<file path="config.mk">
export PLATFORM = sky130hd
export DESIGN_NAME = conv_sched
export DESIGN_NICKNAME = d
export VERILOG_FILES = /design/src/rtl/conv_sched.sv
export SDC_FILE = /design/constraint.sdc
export NUM_CORES = 2
export LEC_CHECK = 0
export BUFFER_PORTS_ARGS = -buffer_cell sky130_fd_sc_hd__clkbuf_2
export CORE_AREA = 2 2 314 440
export CTS_CLUSTER_SIZE = 40
export DETAILED_ROUTE_END_ITERATION = 7
export DIE_AREA = 0 0 316 442
export HOLD_SLACK_MARGIN = 0.02
export PLACE_DENSITY = 0.4
export SLEW_MARGIN = 5
export SYNTH_ARGS = -nofsm -noshare
export SYNTH_HDL_FRONTEND = slang
export SYNTH_SLANG_ARGS = --single-unit
</file>
<file path="constraint.sdc">
create_clock -name clk -period 10.4 [get_ports clk]
set_clock_uncertainty 0.2 [all_clocks]
set_input_delay 2.08 -clock clk [delete_from_list [all_inputs] [get_ports clk]]
set_output_delay 2.08 -clock clk [all_outputs]
set_load 0.005 [all_outputs]
</file>
<file path="src/rtl/conv_sched.sv">
// conv_sched: 5x5 convolution scheduler and MAC datapath for one channel.
// Walks the output grid, reads five kernel rows per pixel, streams results.
module conv_sched #(
    parameter int IMG_W  = 28,
    parameter int IMG_H  = 28,
    parameter int ADDR_W = 10,
    parameter int FRAC   = 7,
    parameter int RELU   = 1
) (
    input  logic              clk,
    input  logic              rstn,
    input  logic              start,
    input  logic [224:0]      weight,
    input  logic [8:0]        bias,
    output logic              busy,
    output logic              done,
    output logic              rd_en,
    output logic [ADDR_W-1:0] rd_addr,
    input  logic [44:0]       rd_data,
    output logic              out_valid,
    input  logic              out_ready,
    output logic [8:0]        out_data,
    output logic [7:0]        out_x,
    output logic [7:0]        out_y
);

    localparam int OUT_W = IMG_W - 4;
    localparam int OUT_H = IMG_H - 4;

    typedef enum logic [2:0] {
        S_IDLE,
        S_ROW,
        S_DRAIN,
        S_OUT,
        S_DONE
    } state_t;

    state_t              r_state;
    logic [2:0]          r_ky;
    logic [2:0]          r_ky_d;
    logic                r_rd_en;
    logic                r_rd_en_d;
    logic [ADDR_W-1:0]   r_rd_addr;
    logic [ADDR_W-1:0]   r_base;
    logic [7:0]          r_ox;
    logic [7:0]          r_oy;
    logic signed [23:0]  r_acc;
    logic [224:0]        r_weight;
    logic signed [8:0]   r_bias;
    logic                r_busy;
    logic                r_done;
    logic                r_out_valid;
    logic [8:0]          r_out_data;
    logic [7:0]          r_out_x;
    logic [7:0]          r_out_y;

    logic [44:0]         w_row;
    logic signed [8:0]   w_pix [5];
    logic signed [8:0]   w_wgt [5];
    logic signed [17:0]  w_prod [5];
    logic signed [23:0]  w_dot;
    logic signed [23:0]  w_acc_next;
    logic signed [31:0]  w_biased;
    logic signed [31:0]  w_res;
    logic [8:0]          w_sat;
    logic                w_last_x;
    logic                w_last_y;
    logic [ADDR_W-1:0]   w_next_base;

    // Kernel row matching the data returned this cycle
    always_comb begin
        case (r_ky_d)
            3'd0:    w_row = r_weight[224 -: 45];
            3'd1:    w_row = r_weight[179 -: 45];
            3'd2:    w_row = r_weight[134 -: 45];
            3'd3:    w_row = r_weight[89 -: 45];
            3'd4:    w_row = r_weight[44 -: 45];
            default: w_row = '0;
        endcase
    end

    for (genvar c = 0; c < 5; c++) begin : g_lane
        assign w_pix[c]  = rd_data[44-9*c -: 9];
        assign w_wgt[c]  = w_row[44-9*c -: 9];
        assign w_prod[c] = 18'(w_pix[c]) * 18'(w_wgt[c]);
    end

    always_comb begin
        w_dot = '0;
        for (int c = 0; c < 5; c++) begin
            w_dot = w_dot + 24'(w_prod[c]);
        end
    end

    assign w_acc_next = r_acc + w_dot;
    assign w_biased   = 32'(w_acc_next) + (32'(r_bias) <<< FRAC);
    assign w_res      = w_biased >>> FRAC;

    always_comb begin
        w_sat = w_res[8:0];
        if (RELU != 0) begin
            if (w_res < 0) begin
                w_sat = 9'd0;
            end else if (w_res > 255) begin
                w_sat = 9'd255;
            end
        end else begin
            if (w_res < -256) begin
                w_sat = 9'h100;
            end else if (w_res > 255) begin
                w_sat = 9'h0ff;
            end
        end
    end

    assign w_last_x = (r_ox == 8'(OUT_W - 1));
    assign w_last_y = (r_oy == 8'(OUT_H - 1));

    // Row wrap skips the four columns the kernel cannot start in
    assign w_next_base = w_last_x ? r_base + ADDR_W'(5)
                                  : r_base + ADDR_W'(1);

    always_ff @(posedge clk or negedge rstn) begin
        if (!rstn) begin
            r_state     <= S_IDLE;
            r_ky        <= '0;
            r_ky_d      <= '0;
            r_rd_en     <= 1'b0;
            r_rd_en_d   <= 1'b0;
            r_rd_addr   <= '0;
            r_base      <= '0;
            r_ox        <= '0;
            r_oy        <= '0;
            r_acc       <= '0;
            r_weight    <= '0;
            r_bias      <= '0;
            r_busy      <= 1'b0;
            r_done      <= 1'b0;
            r_out_valid <= 1'b0;
            r_out_data  <= '0;
            r_out_x     <= '0;
            r_out_y     <= '0;
        end else begin
            r_rd_en_d <= r_rd_en;
            r_ky_d    <= r_ky;
            r_done    <= 1'b0;
            if (r_rd_en_d) begin
                r_acc <= w_acc_next;
            end
            case (r_state)
                S_IDLE: begin
                    if (start) begin
                        r_weight  <= weight;
                        r_bias    <= bias;
                        r_busy    <= 1'b1;
                        r_ox      <= '0;
                        r_oy      <= '0;
                        r_base    <= '0;
                        r_rd_addr <= '0;
                        r_ky      <= '0;
                        r_rd_en   <= 1'b1;
                        r_acc     <= '0;
                        r_state   <= S_ROW;
                    end
                end
                S_ROW: begin
                    if (r_ky == 3'd4) begin
                        r_rd_en <= 1'b0;
                        r_state <= S_DRAIN;
                    end else begin
                        r_ky      <= r_ky + 3'd1;
                        r_rd_addr <= r_rd_addr + ADDR_W'(IMG_W);
                    end
                end
                S_DRAIN: begin
                    r_out_data  <= w_sat;
                    r_out_x     <= r_ox;
                    r_out_y     <= r_oy;
                    r_out_valid <= 1'b1;
                    r_state     <= S_OUT;
                end
                S_OUT: begin
                    if (out_ready) begin
                        r_out_valid <= 1'b0;
                        if (w_last_x && w_last_y) begin
                            r_done  <= 1'b1;
                            r_busy  <= 1'b0;
                            r_state <= S_DONE;
                        end else begin
                            r_ky      <= '0;
                            r_rd_en   <= 1'b1;
                            r_acc     <= '0;
                            r_base    <= w_next_base;
                            r_rd_addr <= w_next_base;
                            r_state   <= S_ROW;
                            if (w_last_x) begin
                                r_ox <= '0;
                                r_oy <= r_oy + 8'd1;
                            end else begin
                                r_ox <= r_ox + 8'd1;
                            end
                        end
                    end
                end
                S_DONE: begin
                    r_state <= S_IDLE;
                end
                default: begin
                    r_state <= S_IDLE;
                end
            endcase
        end
    end

    assign busy      = r_busy;
    assign done      = r_done;
    assign rd_en     = r_rd_en;
    assign rd_addr   = r_rd_addr;
    assign out_valid = r_out_valid;
    assign out_data  = r_out_data;
    assign out_x     = r_out_x;
    assign out_y     = r_out_y;

endmodule

</file>
---- After elaboration in Yosys (flattened, before gate mapping) ----
Cells that the tools add are included.
cells by class
  muxes and demuxes ....................... 47
  multipliers ............................. 5
  reductions and logical operators ........ 14
  $lt $le $gt $ge ......................... 2
  $add $sub $neg .......................... 12
  equal/unequal tests ..................... 17
operator list
  operator                                              count
  one-hot mux 45 bit (5 select lines)                   1
  2-to-1 mux 24 bit                                     4
  multiplier 9 x 9 -> 18 bit                            5
  2-to-1 mux 8 bit                                      7
  2-to-1 mux 10 bit                                     5
  one-hot mux 24 bit (2 select lines)                   1
  one-hot mux 8 bit (2 select lines)                    2
  one-hot mux 10 bit (3 select lines)                   1
  adder 24 x 16 -> 25 bit                               1
  adder 24 x 22 -> 24 bit                               1
  2-to-1 mux 3 bit                                      8
  adder 21 x 18 -> 22 bit                               1
  adder 20 x 18 -> 21 bit                               1
  adder 19 x 18 -> 20 bit                               1
  one-hot mux 10 bit (2 select lines)                   1
  adder 18 x 18 -> 19 bit                               1
  > comparator 18 x 9 -> 1 bit (second input constant)  1
  < comparator 18 x 1 -> 1 bit (second input constant)  1
  2-to-1 mux 9 bit                                      2
  adder 8 x 1 -> 8 bit (second input constant)          2
  equality test 8 x 5 -> 1 bit (second input constant)  2
  AND reduction 5 bit                                   3
  inequality test 2 bit (second input constant)         7
  equality test 3 x 2 -> 1 bit (second input constant)  4
  other kinds (18)                                      34
word-level totals
  word-level logic and storage cells ...... 115
  bits of input ports ..................... 283
  register bits ........................... 333
  output and inout port bits .............. 39

---- Logic depth before layout (Yosys ltp) ----
  depth after elaboration ................. 12
  depth in mapped cells ................... 41
  gate-level depth less buffers ........... 40

---- Least setup slack after synthesis ----
No wires, ideal clock.
  kind .................................... input-to-reg
  from .................................... in rd_data[44]
  to ...................................... reg r_out_data[0] (netlist: out_data[0])
  stages on the path ...................... 34
  library setup time ...................... 0.128 ns
  required time ........................... 10.072 ns
  path buffers ............................ 2
  arrival ................................. 10.574 ns
  setup slack ............................. -0.502 ns
  path through ............................ clkbuf_1 and2_1 inv_1 fa_1 fa_1 inv_1 fa_1 inv_1 fa_1 inv_1 fa_1 inv_1 fa_1 inv_1 fa_1 fa_1 inv_1 fa_1 inv_1 ha_1 a2111oi_0 a41oi_2 a21oi_1 xnor2_1 ha_1 a21oi_4 o21ai_1 a21o_1 a21o_1 a22o_4 o221a_2 buf_6 a22oi_1 nand2_1
on the way
  word-level cells in the longest chain between the ends .. 10
  elaborated cells between the ends (all ways) .. 11
  classes of those cells .................. add/sub: 6; mul: 1; order compare: 2; mux: 2
ends and longest elaborated chain
  element                       RTL line  text
  from (decl)                   19        input logic [44:0] rd_data,
  multiplier 9 x 9 -> 18 bit *  85        assign w_prod[c] = 18'(w_pix[c]) * 18'(w_wgt[c]);
  adder 18 x 18 -> 19 bit *     91        w_dot = w_dot + 24'(w_prod[c]);
  adder 19 x 18 -> 20 bit *     91
  adder 20 x 18 -> 21 bit *     91
  adder 21 x 18 -> 22 bit *     91
  adder 24 x 22 -> 24 bit *     95        assign w_acc_next = r_acc + w_dot;
  adder 24 x 16 -> 25 bit *     96        assign w_biased = 32'(w_acc_next) + (32'(r_bias) <<< FRAC);
  > comparator 18 x 9 -> 1 bit  n/a
  2-to-1 mux 9 bit              104       end else if (w_res > 255) begin
  2-to-1 mux 9 bit *            102       if (w_res < 0) begin
  to (signal assigned)          176       r_out_data <= w_sat;
  to (decl)                     53        logic [8:0] r_out_data;
Mark *: on every way between the ends. The rest lies on a longest branch, timed or not.
A chain may end at the register's enable or synchronous reset.

---- Worst setup path after layout ----
  from .................................... in rd_data[35]
  to ...................................... reg r_out_data[3] (netlist: out_data[3])
Same word-level chain as after synthesis.

==> impl_metrics.py <==
metrics = {
    "worst_setup_path": {
        "worst_setup_path_start_kind": "input pin",
        "cp_slowest_cell": "fa_1",
        "endpoint": "out_data[3]$_DFFE_PN0P_",
        "cp-startpoint": "rd_data[35]",
        "reg2reg_slack_ps": 40,
        "crit_fanout": 9,
        "rr_startpoint": "r_ky_d[1]$_DFF_PN0_",
        "slowest_delay_ps": 620,
        "rr_worst_depth": 40,
        "crit_top_cell": "fa_1",
        "arrival_ps": 10630,
        "path_class": "in2reg",
        "endpoint_kind": "register",
        "r2r-end": "out_data[3]$_DFFE_PN0P_",
        "worstPathRequired_ps": 10650,
    },
    "sta": {
        "clock.fmax_mhz": 96.3,
        "setup_viol": 0,
        "max_slew.worst_pin.slew_ps": 1140,
        "period_share": 0.999,
        "setup-tns-final_ps": 0,
        "hold_violations": 0,
        "hold_ws_ps": 203,
        "slew_viol_final": 0,
        "fin_crit_ps": 10390,
        "rsz0062_at_grt": "yes",
        "relSlewSlack": 0.239,
    },
    "floorplan": {
        "die-area_um2": 140000,
        "die_y_um": 442,
        "std_cell_rows": 160,
        "initial_core_util": 0.248,
        "die_w_um": 316,
        "num_io_pins": 322,
        "coreArea_um2": 136000,
    },
    "yosys": {
        "synth_edf_count": 0,
        "synth_nets": 4190,
        "ys_dominant_reg_cell": "dfrtp_1",
        "yosys.area.top_type": "fa_1",
        "ys_warn_count": 0,
        "netlist_area_um2": 33700,
        "yosysUniqueCellTypes": 75,
        "ys_ff_latch": 333,
        "avgSynthCellArea_um2": 10.6,
        "synthCells": 3179,
        "async_flop_share": 1.00,
        "yosysTopAreaCellShare": 0.330,
        "yosysSeqAreaShare": 0.248,
        "synth.area.top_cells": "fa_1 (33%), dfrtp_1 (25%), mux2_2 (7.8%)",
    },
    "cells_and_area": {
        "final_cell_mix": "inv_1 (648), fa_1 (521), nand2_1 (347)",
        "register_area_um2": 8340,
        "num-fill-cells": 14100,
        "areaGrowthSynthToFinish_pct": 27.5,
        "layout.cells.non_filler": 5636,
        "final_layout_size_suffix_gt1_frac": 0.321,
        "final_nets": 4826,
        "multiInputGateArea_um2": 23300,
        "design_area_um2": 42900,
        "final_common_cell": "inv_1",
    },
    "flow_run": {
        "drv_cap": 0,
    },
    "clock_network": {
        "cts.sinks": 333,
        "clk_latency_ps": 600,
        "ctsLongestPathBuffers": 3,
        "numCtsBuffers": 40,
        "ctsHoldBuffers": 0,
        "path_clk_slew_ps": 60,
        "htree_num_levels": 2,
        "cts_root_buf": "clkbuf_16",
        "cts_tree": "done",
    },
    "place": {
        "dp_cells": 5494,
        "place_congestion": 0.821,
        "dp_hpwl_mm": 87.4,
        "port_buffers": 321,
        "placed_cell_area_um2": 40000,
    },
    "grt": {
        "overflow": 0,
        "grt_usage": 0.152,
        "grt_pass1_wl_mm": 160,
        "grt_pass1_vias": 26300,
        "antenna_found_initial": 46,
        "grt_max_degree": 159,
    },
    "drt": {
        "firstDrtPassIters": 5,
        "detail-route-antenna-nets": 0,
        "drtIter0Drc": 748,
        "vias": 23900,
        "drc": 0,
        "vias_per_cell": 4.24,
        "wirelength_mm": 105,
        "routedWlPerCell_um": 18.6,
    },
    "status": {
        "status": "completed",
    },
    "worst_hold_path": {
        "hold_path.class": "reg2reg",
    },
}
## through the flow
stage	worst slack [ps]	util
2_1_floorplan	7.30	-
3_3_place_gp	-695	0.295
3_5_place_dp	-752	0.295
4_1_cts	-33.8	0.308
5_1_grt	-314	0.317
6_report	13.1	0.317
## cells in the mapped netlist (6+ instances only)
| cell type | instances |
|---|---|
| buf_1 | 26 |
| a221o_1 | 40 |
| a21o_1 | 15 |
| xnor2_1 | 35 |
| dfrtp_1 | 333 |
| a21oi_1 | 36 |
| o21ai_0 | 91 |
| nand3_1 | 26 |
| and3_1 | 7 |
| buf_2 | 29 |
| inv_1 | 667 |
| o21a_1 | 10 |
| fa_1 | 555 |
| nor2_1 | 96 |
| xor2_1 | 17 |
| and2_1 | 170 |
| nand2_1 | 364 |
| mux2i_1 | 62 |
| a31oi_1 | 9 |
| o31ai_1 | 7 |
| nor3_1 | 19 |
| nor2b_1 | 6 |
| mux2_2 | 233 |
| or2_2 | 13 |
| ha_1 | 173 |
| clkbuf_1 | 47 |
## worst min path at each step
| stage | start | end | cells past startpoint |
|---|---|---|---|
| CTS | r_ky[1]$_DFFE_PN0P_ | r_ky_d[1]$_DFF_PN0_ | 0 |
| floorplan | r_ky[1]$_DFFE_PN0P_ | r_ky_d[1]$_DFF_PN0_ | 0 |
| detailed placement | r_ky[1]$_DFFE_PN0P_ | r_ky_d[1]$_DFF_PN0_ | 0 |
| finish | r_ky[1]$_DFFE_PN0P_ | r_ky_d[1]$_DFF_PN0_ | 0 |
| global placement | r_ky[1]$_DFFE_PN0P_ | r_ky_d[1]$_DFF_PN0_ | 0 |
| global route | r_ky[1]$_DFFE_PN0P_ | r_ky_d[1]$_DFF_PN0_ | 0 |
## cell type report
| cell class | instances | area share |
|---|---|---|
| tap | 1782 | 0.0520 |
| sequential | 333 | 0.194 |
| multi-input combinational | 2074 | 0.543 |
| clock buffer | 49 | 0.0253 |
| antenna | 12 | 0.000700 |
| inverter | 667 | 0.0583 |
| clock inverter | 20 | 0.00639 |
| timing repair buffer | 699 | 0.120 |
## cell families (layout without fill, tap and decap cells)
| family | Yosys count | count (layout) | share of synthesized area |
|---|---|---|---|
| AOI/OAI and AO/OA | 266 | 267 | 0.0588 |
| xor gates and xnor gates | 52 | 52 | 0.0135 |
| adders and majority gates | 728 | 728 | 0.394 |
| buffers and inverters | 773 | 1435 | 0.0877 |
| DFF | 333 | 333 | 0.248 |
| muxes | 295 | 295 | 0.0964 |
| other | 0 | 12 | 0 |
| and+or+nand+nor | 732 | 732 | 0.101 |
## metal layers
layer	GRT usage	wire [um]
met2	0.269	55400
met3	0.0353	5400
met1	0.183	41300
met5	0	371
met4	0.0427	2090
## critical path, delay by kind of cell
kind,cells,cell delay (ps)
AO/OA/AOI/OAI,10,2070
AND/OR/NAND/NOR,3,360
buffers and inverters,7,730
adder cells (fa/ha/maj),11,5210
XOR/XNOR,1,170
## state kept, by name (all words and copies together) (netlist names)
| signal | count |
|---|---|
| busy | 1 |
| r_weight | 225 |
| r_acc | 24 |
| out_data | 9 |
| r_ky | 3 |
| r_base | 10 |
| rd_en | 1 |
| r_oy | 8 |
| out_x | 8 |
| rd_addr | 10 |
| r_state | 3 |
| r_ky_d | 3 |
| done | 1 |
| r_bias | 9 |
| r_rd_en_d | 1 |
| r_ox | 8 |
| out_valid | 1 |
| out_y | 8 |
## timing repair
item	CTS	global route
gates cloned	3	6
buffers inserted	14	39
pin swaps	26	102
setup endpoints to repair	8	8
resized for setup	57	172
Power is left out: the tool's default activity adds up to more than one toggle a clock period on the data nets, which glitch-free logic cannot reach.
